### config.mk
export PLATFORM = sky130hd
export DESIGN_NAME = carry_bypass_adder
export DESIGN_NICKNAME = d
export VERILOG_FILES = /design/src/rtl/cba_pkg.sv /design/src/rtl/cba_skip_block.sv /design/src/rtl/carry_bypass_adder.sv
export SDC_FILE = /design/constraint.sdc
export NUM_CORES = 1
export LEC_CHECK = 0
export BUFFER_PORTS_ARGS = -buffer_cell sky130_fd_sc_hd__buf_4
export CORE_MARGIN = 2
export CORE_UTILIZATION = 40
export DETAILED_ROUTE_END_ITERATION = 10
export PLACE_DENSITY_LB_ADDON = 0.12
export SLEW_MARGIN = 25
export SYNTH_ARGS = -nofsm -noshare
export SYNTH_HDL_FRONTEND = slang
export SYNTH_SLANG_ARGS = --single-unit
### constraint.sdc
create_clock -name clk -period 0.98 [get_ports clk]
set_input_delay 0.147 -clock clk [delete_from_list [all_inputs] [get_ports clk]]
set_output_delay 0.147 -clock clk [all_outputs]
set_load 0.01 [all_outputs]
### src/rtl/cba_pkg.sv
// cba_pkg: shared defaults and operand type for the carry-bypass adder.
package cba_pkg;

    localparam int CBA_WIDTH      = 32;
    localparam int CBA_BLOCK      = 4;
    localparam int CBA_NUM_BLOCKS = CBA_WIDTH / CBA_BLOCK;

    typedef logic [CBA_WIDTH-1:0] word_t;

endpackage

### src/rtl/cba_skip_block.sv
// cba_skip_block: BLOCK-bit ripple adder whose carry-out bypasses the ripple
// chain when every bit of the block propagates.
module cba_skip_block #(
    parameter int BLOCK = 4
) (
    input  logic [BLOCK-1:0] a,
    input  logic [BLOCK-1:0] b,
    input  logic             cin,
    output logic [BLOCK-1:0] sum,
    output logic             cout,
    output logic             msb_cin
);

    logic [BLOCK-1:0] p;
    logic [BLOCK:0]   c;

    assign p = a ^ b;

    always_comb begin
        c    = '0;
        c[0] = cin;
        for (int i = 0; i < BLOCK; i++)
            c[i+1] = (a[i] & b[i]) | (p[i] & c[i]);
    end

    assign sum     = p ^ c[BLOCK-1:0];
    assign cout    = &p ? cin : c[BLOCK];
    assign msb_cin = c[BLOCK-1];

endmodule

### src/rtl/carry_bypass_adder.sv
// carry_bypass_adder: registered carry-skip adder producing sum, cout and signed overflow.
// Define CBA_INPUT_REG_EN to add an input register stage (latency 2 instead of 1).
module carry_bypass_adder
    import cba_pkg::*;
#(
    parameter int WIDTH = CBA_WIDTH,
    parameter int BLOCK = CBA_BLOCK
) (
    input  logic             clk,
    input  logic             rst_n,
    input  logic             in_valid,
    input  logic [WIDTH-1:0] a,
    input  logic [WIDTH-1:0] b,
    input  logic             cin,
    output logic             out_valid,
    output logic [WIDTH-1:0] sum,
    output logic             cout,
    output logic             of
);

    localparam int NB = WIDTH / BLOCK;

    if (BLOCK < 2 || WIDTH % BLOCK != 0) begin : bad_params
        $error("carry_bypass_adder: WIDTH must be a multiple of BLOCK and BLOCK >= 2");
    end

    logic [WIDTH-1:0] op_a, op_b;
    logic             op_cin, op_valid;

`ifdef CBA_INPUT_REG_EN
    always_ff @(posedge clk or negedge rst_n) begin
        if (!rst_n) begin
            op_a     <= '0;
            op_b     <= '0;
            op_cin   <= 1'b0;
            op_valid <= 1'b0;
        end else begin
            op_a     <= a;
            op_b     <= b;
            op_cin   <= cin;
            op_valid <= in_valid;
        end
    end
`else
    assign op_a     = a;
    assign op_b     = b;
    assign op_cin   = cin;
    assign op_valid = in_valid;
`endif

    logic [WIDTH-1:0] s;
    logic             c_out, c_msb;

    // Each block's carry is a separate net so the chain stays a simple series path.
    for (genvar k = 0; k < NB; k++) begin : g
        logic ci, co, mc;
        if (k == 0) begin : f
            assign ci = op_cin;
        end else begin : r
            assign ci = g[k-1].co;
        end
        cba_skip_block #(.BLOCK(BLOCK)) u_blk (
            .a       (op_a[k*BLOCK +: BLOCK]),
            .b       (op_b[k*BLOCK +: BLOCK]),
            .cin     (ci),
            .sum     (s[k*BLOCK +: BLOCK]),
            .cout    (co),
            .msb_cin (mc)
        );
        if (k == NB - 1) begin : l
            assign c_out = co;
            assign c_msb = mc;
        end else begin : n
            logic unused_mc;
            assign unused_mc = mc;
        end
    end

    always_ff @(posedge clk or negedge rst_n) begin
        if (!rst_n) begin
            out_valid <= 1'b0;
            sum       <= '0;
            cout      <= 1'b0;
            of        <= 1'b0;
        end else begin
            out_valid <= op_valid;
            if (op_valid) begin
                sum  <= s;
                cout <= c_out;
                of   <= c_msb ^ c_out;
            end
        end
    end

endmodule

======== Word-level counts from Yosys, hierarchy flattened ========
Index checks and enable logic that the tools add are counted.
storage, ports and cells
  memories kept ........................... 0
  bits in registers ....................... 35
  output and inout bits ................... 35
  bits in latches ......................... 0
  memory bits (writable) .................. 0
  input bits .............................. 68
  word-level logic and storage cells ...... 133
  bits in read-only memories .............. 0
cells by class
  mux-type cells .......................... 8
  shift-type cells ........................ 0
  magnitude comparators ................... 0
  equality and inequality tests ........... 0
  reduce and logical (&&, ||, !) cells .... 8
  add/sub/neg operators ................... 0
  multiply operators ...................... 0
  divide/modulo/power cells ............... 0
  bitwise gates (word level) .............. 113
operators by type and width
  operator             number
  AND 1 bit            64
  bitwise XOR 4 bit    16
  OR 1 bit             32
  AND reduction 4 bit  8
  two-way mux 1 bit    8
  bitwise XOR 1 bit    1

======== Depth between registers and ports, before layout ========
Gate-level depths: netlist of the first run.
  depth after elaboration ................. 74
  mapped depth ............................ 54
  depth with buffers taken out ............ 54

======== Cells and area by module ========
A second synthesis of the first run with hierarchy kept.
unflattened totals
  cell total of the unflattened synthesis .. 235
  area total of the unflattened synthesis .. 2922.8 µm²
modules (own cells, without submodules)
  module              times used  area an instance (µm²)  cells each  seq. area each (µm²)
  cba_skip_block      8           185.2                   20          0.0
  carry_bypass_adder  1           1441.4                  75          875.8

======== Least setup slack after synthesis of the first run ========
Ideal clock, no wire load.
  path kind ............................... input-to-reg
  start point ............................. input port a[0]
  end point ............................... register of
  arrival ................................. 13.938 ns
  buffers on the path ..................... 0
  required time ........................... 0.840 ns
  path slack .............................. -13.098 ns
  stages on the path ...................... 53
  library setup time ...................... 0.140 ns
  path through ............................ inv_1 > fa_1 > inv_1 > fa_1 > fa_1 > fa_1 > mux2_4 > fa_1 > fa_1 > fa_1 > fa_1 > a41oi_1 > nor2_1 > fa_1 > fa_1 > fa_1 > fa_1 > nand2_1 > [17 not listed] > nor2_1 > a21oi_1 > fa_1 > fa_1 > fa_1 > fa_1 > nand2_1 > o21ai_0 > o21ai_2 > inv_2 > fa_1 > fa_1 > fa_1 > inv_1 > fa_1 > nor3b_1 > nor3_1 > o311ai_2
on the way
  cells in the longest elaborated chain, start to end .. 74
  elaborated cells on any way between the ends .. 76
  classes of those cells .................. mux (8); bitwise (67); reduce/logical (1)
ends and longest elaborated chain
  what                    line                      source
  start: declaration      carry_bypass_adder.sv:12  input logic [WIDTH-1:0] a,
  bitwise XOR 4 bit       cba_skip_block.sv:17      assign p = a ^ b;
  AND 1 bit               cba_skip_block.sv:23      c[i+1] = (a[i] & b[i]) | (p[i] & c[i]);
  OR 1 bit                cba_skip_block.sv:23
  AND 1 bit               cba_skip_block.sv:23
  OR 1 bit                cba_skip_block.sv:23
  AND 1 bit               cba_skip_block.sv:23
  OR 1 bit                cba_skip_block.sv:23
  AND 1 bit               cba_skip_block.sv:23
  [58 not listed]         n/a
  AND 1 bit               cba_skip_block.sv:23
  OR 1 bit                cba_skip_block.sv:23
  AND 1 bit               cba_skip_block.sv:23
  OR 1 bit                cba_skip_block.sv:23
  AND 1 bit               cba_skip_block.sv:23
  OR 1 bit                cba_skip_block.sv:23
  two-way mux 1 bit       cba_skip_block.sv:27      assign cout = &p ? cin : c[BLOCK];
  bitwise XOR 1 bit (*)   carry_bypass_adder.sv:90  of <= c_msb ^ c_out;
  end signal: assignment  carry_bypass_adder.sv:90
  end: declaration        carry_bypass_adder.sv:18  output logic of
Every way passes the cells marked *; elsewhere a longest branch is shown, timed or not.
A chain may end at the register's enable or synchronous reset.

======== Final worst setup path of the first run ========
Ends and elaborated chain as after synthesis.

==> summary.md, run 1 <==
| Metric | Value |
|---|---|
| Gpl congestion | 0.8063 |
| TritonRoute pass-1 iters | 4 |
| Clock Path Buffers | 2 |
| Max cap viols | 0 |
| Number of buffers created by CTS | 5 |
| Skew final | 0 ns |
| Total wire length | 8174 um |
| RSZ-0062 raised after global routing | yes |
| Cell taking the most area after synthesis | dfrtp_1 |
| Top cells by area, synth | dfrtp_1 (34%), fa_1 (25%), ha_1 (15%) |
| Worst Hold Class | in2reg |
| Slew Viols, Final | 0 |
| # fillers | 386 |
| Htree depth | 2 |
| Max-slew headroom | 68.80% |
| Final Core Density | 79.33% |
| Global-route wire length before repair | 13050 um |
| Period utilization | 1347% |
| Synthesis-stage register bit count | 35 |
| PortBufs | 102 |
| Minimum clock period after layout | 13.20 ns |
| First DRT Iteration DRCs | 73 |
| Post-route ant nets | 0 |
| Crit-path most repeated cell | fa_2 |
| Post-synthesis async set-or-reset flop share | 100.0% |
| DP HPWL | 4762 um |
| Dpl cells | 399 |
| Clk sink count | 35 |
| Worst Setup EP | of |
| R2R setup slack | -0.05 ns |
| Initial Util | 41.08% |
| Most frequent cells in the layout | buf_4 (185), buf_6 (45), dfrtp_1 (35), fa_2 (32), ha_1 (32) |
| Final hold slack | 0.2329 ns |
| Worst-path clk slew | 0.07 ns |
| P&R area growth vs syn | 93.10% |
| WL/cell | 16.38 um |
| PwrDens | 1422 mW/mm^2 |
| Register area share after synthesis | 33.77% |
| Commonest non-fill, non-tap cell in the layout | buf_4 |
| CTS Root Cell | clkbuf_8 |
| Failing checks | negative setup slack |
| Final instance area | 0.005009 mm^2 |
| Mapped Cells | 185 |
| DIE WIDTH | 84.53 um |
| Top_reg_cell synth | dfrtp_1 |
| Crit path capture type | register |
| Core Box Area | 0.006314 mm^2 |
| # DRC | 0 |
| Setup crit start | a[0] |
| Crit path launch type | input port |
| Mapped Area | 0.002594 mm^2 |
| Post-synth EDFFs | 0 |
| Clock insertion delay at the later pin of the skew report | 0.28 ns |
| Via-to-Cell Ratio | 4.743 |
| VDD IR max | 1.426 mV |
| Critical-path top delay cell | fa_2 |
| Initial antenna violation count | 0 |
| GRT Resource Usage Total | 23.21% |
| Slew @ Worst Pin | 0.4680 ns |
| Worst r2r src | of |
| R2r worst-path depth | 3 |
| FMAX | 0.07573 GHz |
| Die ar. | 0.007144 mm^2 |
| CP required | 1.13 ns |
| Share of the synthesized area in the top cell type | 33.77% |
| Final hold vios | 0 |
| Pin count of the biggest net entering global routing | 36 |
| Final WS setup | -12.22 ns |
| Syn Area/Cell | 14.02 um^2 |
| Ratio of cells with drive above 1 in the final layout | 77.73% |
| IO Count | 103 |
| Syn_nets | 317 |
| CP Class | in2reg |
| Final non-filler cell total | 499 |
| CTS tree | done |
| Vias in the first global route | 2708 |
| Vias | 2367 |
| Outcome | finished, violations left |
| Final net count | 553 |
| Netlist cell types | 27 |
| Row Count | 29 |
| WP data arrival | 13.36 ns |
| Total gr overflow | 0 |
| Yosys warnings | 0 |
| Worst-path fanout max | 3 |
| Placed instance area | 0.003874 mm^2 |
| Leakage power | 2.509 nW |
| # setup viols final | 35 |
| CP peak stage delay | 0.39 ns |
| Die H | 84.53 um |
| R2r endpoint | of |
| ANT cells | 0 |
-- cells in the mapped netlist (all sizes together) (2+ instances only) --
library cell	instances
a21oi	3
and4	2
clkbuf	4
dfrtp	35
fa	32
ha	32
inv	11
mux2	32
mux2i	2
nand2	7
nand4	6
nor2	7
o21ai	3
-- registers in the layout (all words and copies together), names as in the netlist --
name / flops
cout: 1
of: 1
out_valid: 1
sum: 32
-- worst min-delay path by stage --
stage | start | to | slack, ns | depth (start not counted)
after detailed placement | rst_n | sum[17] | 0.13 | 1
final | in_valid | out_valid | 0.23 | 2
after floorplan | rst_n | cout | -0.15 | 0
after CTS | in_valid | out_valid | 0.22 | 2
after global placement | rst_n | sum[17] | 0.14 | 1
after global routing | in_valid | out_valid | 0.22 | 2
-- stage by stage --
| stage | setup TNS (ns) | worst slack (ns) | total power [mW] |
|---|---|---|---|
| final | -213.51 | -12.22 | 7.120 |
| after global routing | -220.07 | -12.61 | 7.518 |
| after CTS | -211.55 | -12.07 | 6.475 |
| after detailed placement | -225.15 | -12.54 | 4.354 |
| after global placement | -222.85 | -12.31 | 4.316 |
| after floorplan | -212.96 | -11.91 | 3.012 |
-- final cells by class --
type / instances / area (um^2) / share of cell area (%)
flip-flops and latches: 35 / 875.8 / 17.49
repair buffers: 233 / 1946 / 38.85
clock buffers: 7 / 96.34 / 1.924
multi-input cells: 135 / 1928 / 38.50
clock inverters: 1 / 7.507 / 0.1499
well taps: 77 / 96.34 / 1.924
inverters: 11 / 58.81 / 1.174
-- repair_timing --
item / in CTS / in global routing
setup buffers: 86 / 19
gates resized for setup: 48 / 38
endpoints found under the hold margin: 35 / 0
setup endpoints to repair: 43 / 67
gates cloned: 0 / 0
pin swaps: 8 / 2
hold buffers: 1 / 0
-- power by group --
| part | internal (mW) | switching [mW] |
|---|---|---|
| Sequential | 1.81 | 0.275 |
| Clock | 0.640 | 0.553 |
| Combinational | 2.51 | 1.33 |
-- logic make-up after synthesis --
family	Yosys count	synth area share, %
buffers and inverters	15	2.171
muxes	34	14.81
adders and majority gates	64	40.13
DFF	35	33.77
AOI/OAI and AO/OA	10	3.522
and+or+nand+nor	27	5.597
-- critical path, delay by kind of cell --
kind / cells / cell delay [ns]
AO/OA/AOI/OAI: 7 / 0.70
adder cells (fa/ha/maj): 32 / 10.99
AND/OR/NAND/NOR: 8 / 0.81
multiplexers: 1 / 0.27
buffers and inverters: 6 / 0.41
-- per-layer routing --
metal / share of wire, % / track usage [%] / up-vias
met5: 0 / 0 / -
met4: 1.6 / 10.25 / 0
met3: 5.5 / 5.113 / 10
met2: 53 / 39.37 / 81
met1: 40 / 28.40 / 1185
li1: - / - / 1091
Power figures use the tool's default switching activity.
==> run 2: changes to the inputs <==
CORE_ASPECT_RATIO = 1.25   (was unset)
clock period = 13.8 ns   (was 0.98 ns; I/O delays follow)
==> run 2 against run 1 <==
  * The run still ends with negative setup slack left
  * Setup slack better by 11 ns
  * Routed wire length is 19% lower
  * Hold slack better by 0.28 ns
  * Cell area is 15% lower
==> summary.md, run 2 (synthesized netlist as in run 1, its figures left out) <==
| Metric | Value |
|---|---|
| Outcome | finished, violations left |
| Failing checks | negative setup slack |
| CTS tree | done |
| Total wire length | 6647 um |
| Largest register FFs | 32 |
| Row Count | 32 |
| # DRC | 0 |
| Initial antenna violation count | 0 |
| Final net count | 494 |
| TritonRoute pass-1 iters | 4 |
| CP peak stage delay | 0.40 ns |
| Most frequent cells in the layout | buf_4 (169), dfrtp_1 (35), fa_2 (32), ha_1 (32), mux2_2 (29) |
| Flop pwr share | 35.3% |
| Worst Hold Class | reg2reg |
| Period utilization | 108.9% |
| VDD IR max | 0.04789 mV |
| WP data arrival | 15.17 ns |
| Worst-path clk slew | 0.07 ns |
| Commonest non-fill, non-tap cell in the layout | buf_4 |
| CP Class | in2reg |
| Via-to-Cell Ratio | 4.675 |
| FMAX | 0.06654 GHz |
| Die H | 94.03 um |
| Crit path capture type | register |
| Final WS setup | -1.229 ns |
| Post-route ant nets | 0 |
| Max-slew headroom | 65.98% |
| Worst-path fanout max | 3 |
| Final hold slack | 0.5095 ns |
| Clock insertion delay at the later pin of the skew report | 0.27 ns |
| CP required | 13.95 ns |
| Hold Buf Count CTS | 0 |
| Skew final | 0 ns |
| P&R area growth vs syn | 64.21% |
| # setup viols final | 6 |
| Htree depth | 2 |
| ANT cells | 0 |
| P_int | 0.2792 mW |
| Gpl congestion | 0.7230 |
| Combinational share of power | 48.2% |
| # fillers | 482 |
| CTS Root Cell | clkbuf_8 |
| Slew @ Worst Pin | 0.5103 ns |
| Clk sink count | 35 |
| Crit-path most repeated cell | fa_2 |
| NetSw | 0.1260 mW |
| Power share of the clock group | 16.5% |
| Total power | 0.4051 mW |
| Vias | 2085 |
| Ratio of cells with drive above 1 in the final layout | 74.24% |
| Leakage power | 2.038 nW |
| PortBufs | 102 |
| Clock Path Buffers | 2 |
| Total gr overflow | 0 |
| Largest reg by FF count | sum |
| First DRT Iteration DRCs | 46 |
| Crit path launch type | input port |
| Switching Fraction | 31.09% |
| Vias in the first global route | 2378 |
| IO Count | 103 |
| Die ar. | 0.007149 mm^2 |
| WL/cell | 14.90 um |
| Critical-path top delay cell | fa_2 |
| Setup TNS Final | -4.829 ns |
| Slew Viols, Final | 0 |
| Max cap viols | 0 |
| Minimum clock period after layout | 15.03 ns |
| DP HPWL | 4389 um |
| Initial Util | 41.79% |
| GRT Resource Usage Total | 20.26% |
| Global-route wire length before repair | 11210 um |
| Pin count of the biggest net entering global routing | 39 |
| Number of buffers created by CTS | 5 |
| RSZ-0062 raised after global routing | yes |
| Core Box Area | 0.006206 mm^2 |
| DIE WIDTH | 76.03 um |
| PwrDens | 95.12 mW/mm^2 |
| Final hold vios | 0 |
==> run 2: cell types whose count changed in the layout (fill, tap and decap cells not counted), sizes merged <==
cell and change:
buf -58, clkinvlp -1, clkbuf -1, dlygate4sd3 -1
==> run 2: worst paths after layout <==
path / end / cells after the start / startpoint / slack [ns]
max: of / 54 / a[0] / -1.23
min: sum[18] / 1 / sum[18] / 0.51
max reg2reg: of / 3 / of / 12.81
min reg2reg: sum[18] / 1 / sum[18] / 0.51
max in group asynchronous: of / 1 / rst_n / 11.74
min in group asynchronous: sum[16] / 1 / rst_n / 1.73
==> run 2: layout make-up <==
type / count / area, um^2 / area share (%)
tap: 85 / 106.4 / 2.497
inverter: 11 / 46.29 / 1.087
timing repair buffer: 174 / 1325 / 31.11
sequential: 35 / 875.8 / 20.56
clock buffer: 6 / 72.57 / 1.704
multi-input combinational: 135 / 1833 / 43.04
==> run 2: power groups by stage <==
stage / Combinational (mW) / Sequential, mW / Clock (mW)
5_1_grt: 0.215 / 0.146 / 0.0743
3_5_place_dp: 0.155 / 0.144 / 0
2_1_floorplan: 0.0569 / 0.155 / 0
4_1_cts: 0.191 / 0.143 / 0.0693
6_report: 0.195 / 0.143 / 0.0670
3_3_place_gp: 0.153 / 0.143 / 0
==> run 2: per-layer routing <==
metal  global-route usage [%]  wire [um]
met5                        0          0
met4                    8.636        128
met3                    4.327        320
met2                    38.47       3770
met1                    21.78       2428
==> run 2: what timing repair did <==
item | CTS | global route
setup buffers | 64 | 1
pin swaps | 7 | 1
setup endpoints to repair | 6 | 6
gates resized for setup | 16 | 12
hold endpoints to repair | 0 | 0
==> run 2: stage by stage <==
stage          utilization [%]  area, um^2  setup slack (ns)  cells
2_1_floorplan                -        2690            -1.037    185
3_3_place_gp             58.61        3637            -1.416    380
3_5_place_dp             58.61        3637            -1.569    380
4_1_cts                  68.31        4239            -1.133    450
5_1_grt                  68.63        4259            -1.653    446
6_report                 68.63        4259            -1.229    446
==> run 2: worst max-delay path: cells and delay by family <==
kind	cells	cell delay (ns)
simple gates	8	0.90
compound gates	7	0.66
fa+ha+maj	32	10.89
mux	1	0.27
buf+inv	6	0.36
==> run 3: changes to the inputs <==
CELL_PAD_IN_SITES_DETAIL_PLACEMENT = 1   (was unset)
CELL_PAD_IN_SITES_GLOBAL_PLACEMENT = 2   (was unset)
CORE_UTILIZATION = 31   (was 40)
CTS_BUF_LIST = sky130_fd_sc_hd__clkbuf_16   (was unset)
SLEW_MARGIN = 20   (was 25)
==> run 3 against run 2 <==
  * The flow finishes with violations (design-rule violations, negative setup slack)
  * Non-clock buffer count is 7 lower
  * Utilization is 17 points lower
  * Setup slack worse by 0.28 ns
  * Maximum frequency is 1.8% lower
  * Critical endpoint is now cout
  * Largest cell class unchanged
  * Largest power group unchanged
  * Highest routed layer unchanged
==> summary.md, run 3 (synthesized netlist as in run 1, its figures left out) <==
| Metric | Value |
|---|---|
| Number of buffers created by CTS | 5 |
| Pin count of the biggest net entering global routing | 39 |
| Ratio of cells with drive above 1 in the final layout | 72.47% |
| Largest register FFs | 32 |
| Row Count | 37 |
| Total wire length | 7439 um |
| Vias in the first global route | 2452 |
| R2r endpoint | of |
| Setup TNS Final | -6.681 ns |
| Vias | 2079 |
| Hold Crit Endpoint | sum[17] |
| Critical-path top delay cell | fa_2 |
| Period utilization | 110.9% |
| Max-slew headroom | 65.00% |
| Final net count | 487 |
| PortBufs | 102 |
| Crit-path most repeated cell | fa_2 |
| Hold Crit Depth | 1 |
| CP Class | in2reg |
| Failing checks | design-rule violations, negative setup slack |
| FMAX | 0.06533 GHz |
| Crit path capture type | register |
| Commonest non-fill, non-tap cell in the layout | buf_4 |
| Core Box Area | 0.008194 mm^2 |
| First DRT Iteration DRCs | 32 |
| Global-route wire length before repair | 11990 um |
| Worst-path clk slew | 0.05 ns |
| Most frequent cells in the layout | buf_4 (162), dfrtp_1 (35), fa_2 (32), ha_1 (32), mux2_2 (30) |
| GRT Resource Usage Total | 16.95% |
| Hold Buf Count CTS | 0 |
| Setup crit start | a[0] |
| Worst r2r src | of |
| Slew Viols, Final | 0 |
| Clk sink count | 35 |
| Skew final | 0 ns |
| Worst Hold Class | reg2reg |
| CTS tree | done |
| WL/cell | 16.42 um |
| Initial antenna violation count | 0 |
| PwrDens | 103.8 mW/mm^2 |
| Outcome | finished, violations left |
| WP data arrival | 15.44 ns |
| Clock Path Buffers | 2 |
| Via-to-Cell Ratio | 4.589 |
| Hold_sp | sum[17] |
| Dpl cells | 391 |
| Total gr overflow | 0 |
| Final hold vios | 0 |
| Minimum clock period after layout | 15.31 ns |
| Gpl congestion | 0.6921 |
| Final WS setup | -1.508 ns |
| Post-route ant nets | 0 |
| Die ar. | 0.009119 mm^2 |
| IO Count | 103 |
| Final hold slack | 0.5054 ns |
| Clock insertion delay at the later pin of the skew report | 0.27 ns |
| Initial Util | 31.65% |
| ANT cells | 0 |
| Htree depth | 2 |
| CP required | 13.93 ns |
| Final Core Density | 52.02% |
| Worst-path fanout max | 3 |
| CTS Root Cell | clkbuf_16 |
| # DRC | 6 |
| Final non-filler cell total | 453 |
| DP HPWL | 4968 um |
| Leakage power | 2.034 nW |
| Crit path launch type | input port |
| P&R area growth vs syn | 64.35% |
| VDD IR max | 0.05663 mV |
| Die H | 106.3 um |
| Max cap viols | 0 |
| CP peak stage delay | 0.38 ns |
| RSZ-0062 raised after global routing | yes |
| # setup viols final | 6 |
| R2r worst-path depth | 3 |
| Largest reg by FF count | sum |
| R2R setup slack | 12.78 ns |
| TritonRoute pass-1 iters | 7 |
| DIE WIDTH | 85.82 um |
| Slew @ Worst Pin | 0.5250 ns |
-- run 3: layout make-up --
cell class / instances / area (um^2)
fillers: 869 / 3931
multi-input cells: 135 / 1805
repair buffers: 167 / 1276
flip-flops and latches: 35 / 875.8
clock buffers: 5 / 125.1
well taps: 97 / 121.4
inverters: 11 / 46.29
clock inverters: 3 / 12.51
-- run 3: how the worst max path moves through the flow --
stage	end	slack (ns)	depth (start not counted)
after floorplan	of	-1.04	53
after global placement	of	-1.54	54
after detailed placement	of	-1.68	54
after CTS	of	-1.26	54
after global routing	of	-2.01	55
final	cout	-1.51	56
-- run 3: layer usage --
| layer | global-route usage, % | wire (um) | vias to the layer above |
|---|---|---|---|
| li1 | - | - | 955 |
| met1 | 18.06 | 2559 | 1054 |
| met2 | 32.76 | 4410 | 63 |
| met3 | 3.649 | 362 | 7 |
| met4 | 4.875 | 106 | 0 |
| met5 | 0 | 0 | - |
-- run 3: worst max-delay path, delay by kind of cell --
family          cells  cell delay (ns)
compound gates      7             0.69
fa+ha+maj          32            11.00
buf+inv             9             0.70
mux                 2             0.41
simple gates        6             0.52
-- run 3: repair_timing --
action	in CTS	in global routing
pin swaps	8	6
buffers inserted	52	4
gates resized for setup	7	16
endpoints found under the setup margin	6	7
-- run 3: power breakdown --
part | switching, mW | total (mW) | internal [mW] | leakage (nW)
Clock | 0.0415 | 0.107 | 0.0652 | 0.0762
Sequential | 0.0142 | 0.143 | 0.129 | 0.409
Combinational | 0.0786 | 0.193 | 0.114 | 1.55
-- run 3: metrics by stage --
step	setup WS, ns	power [mW]	instance area (um^2)
5_1_grt	-2.011	0.4736	4263
3_5_place_dp	-1.684	0.3026	3645
2_1_floorplan	-1.037	0.2118	2690
6_report	-1.508	0.4423	4263
3_3_place_gp	-1.537	0.2989	3645
4_1_cts	-1.258	0.4407	4194
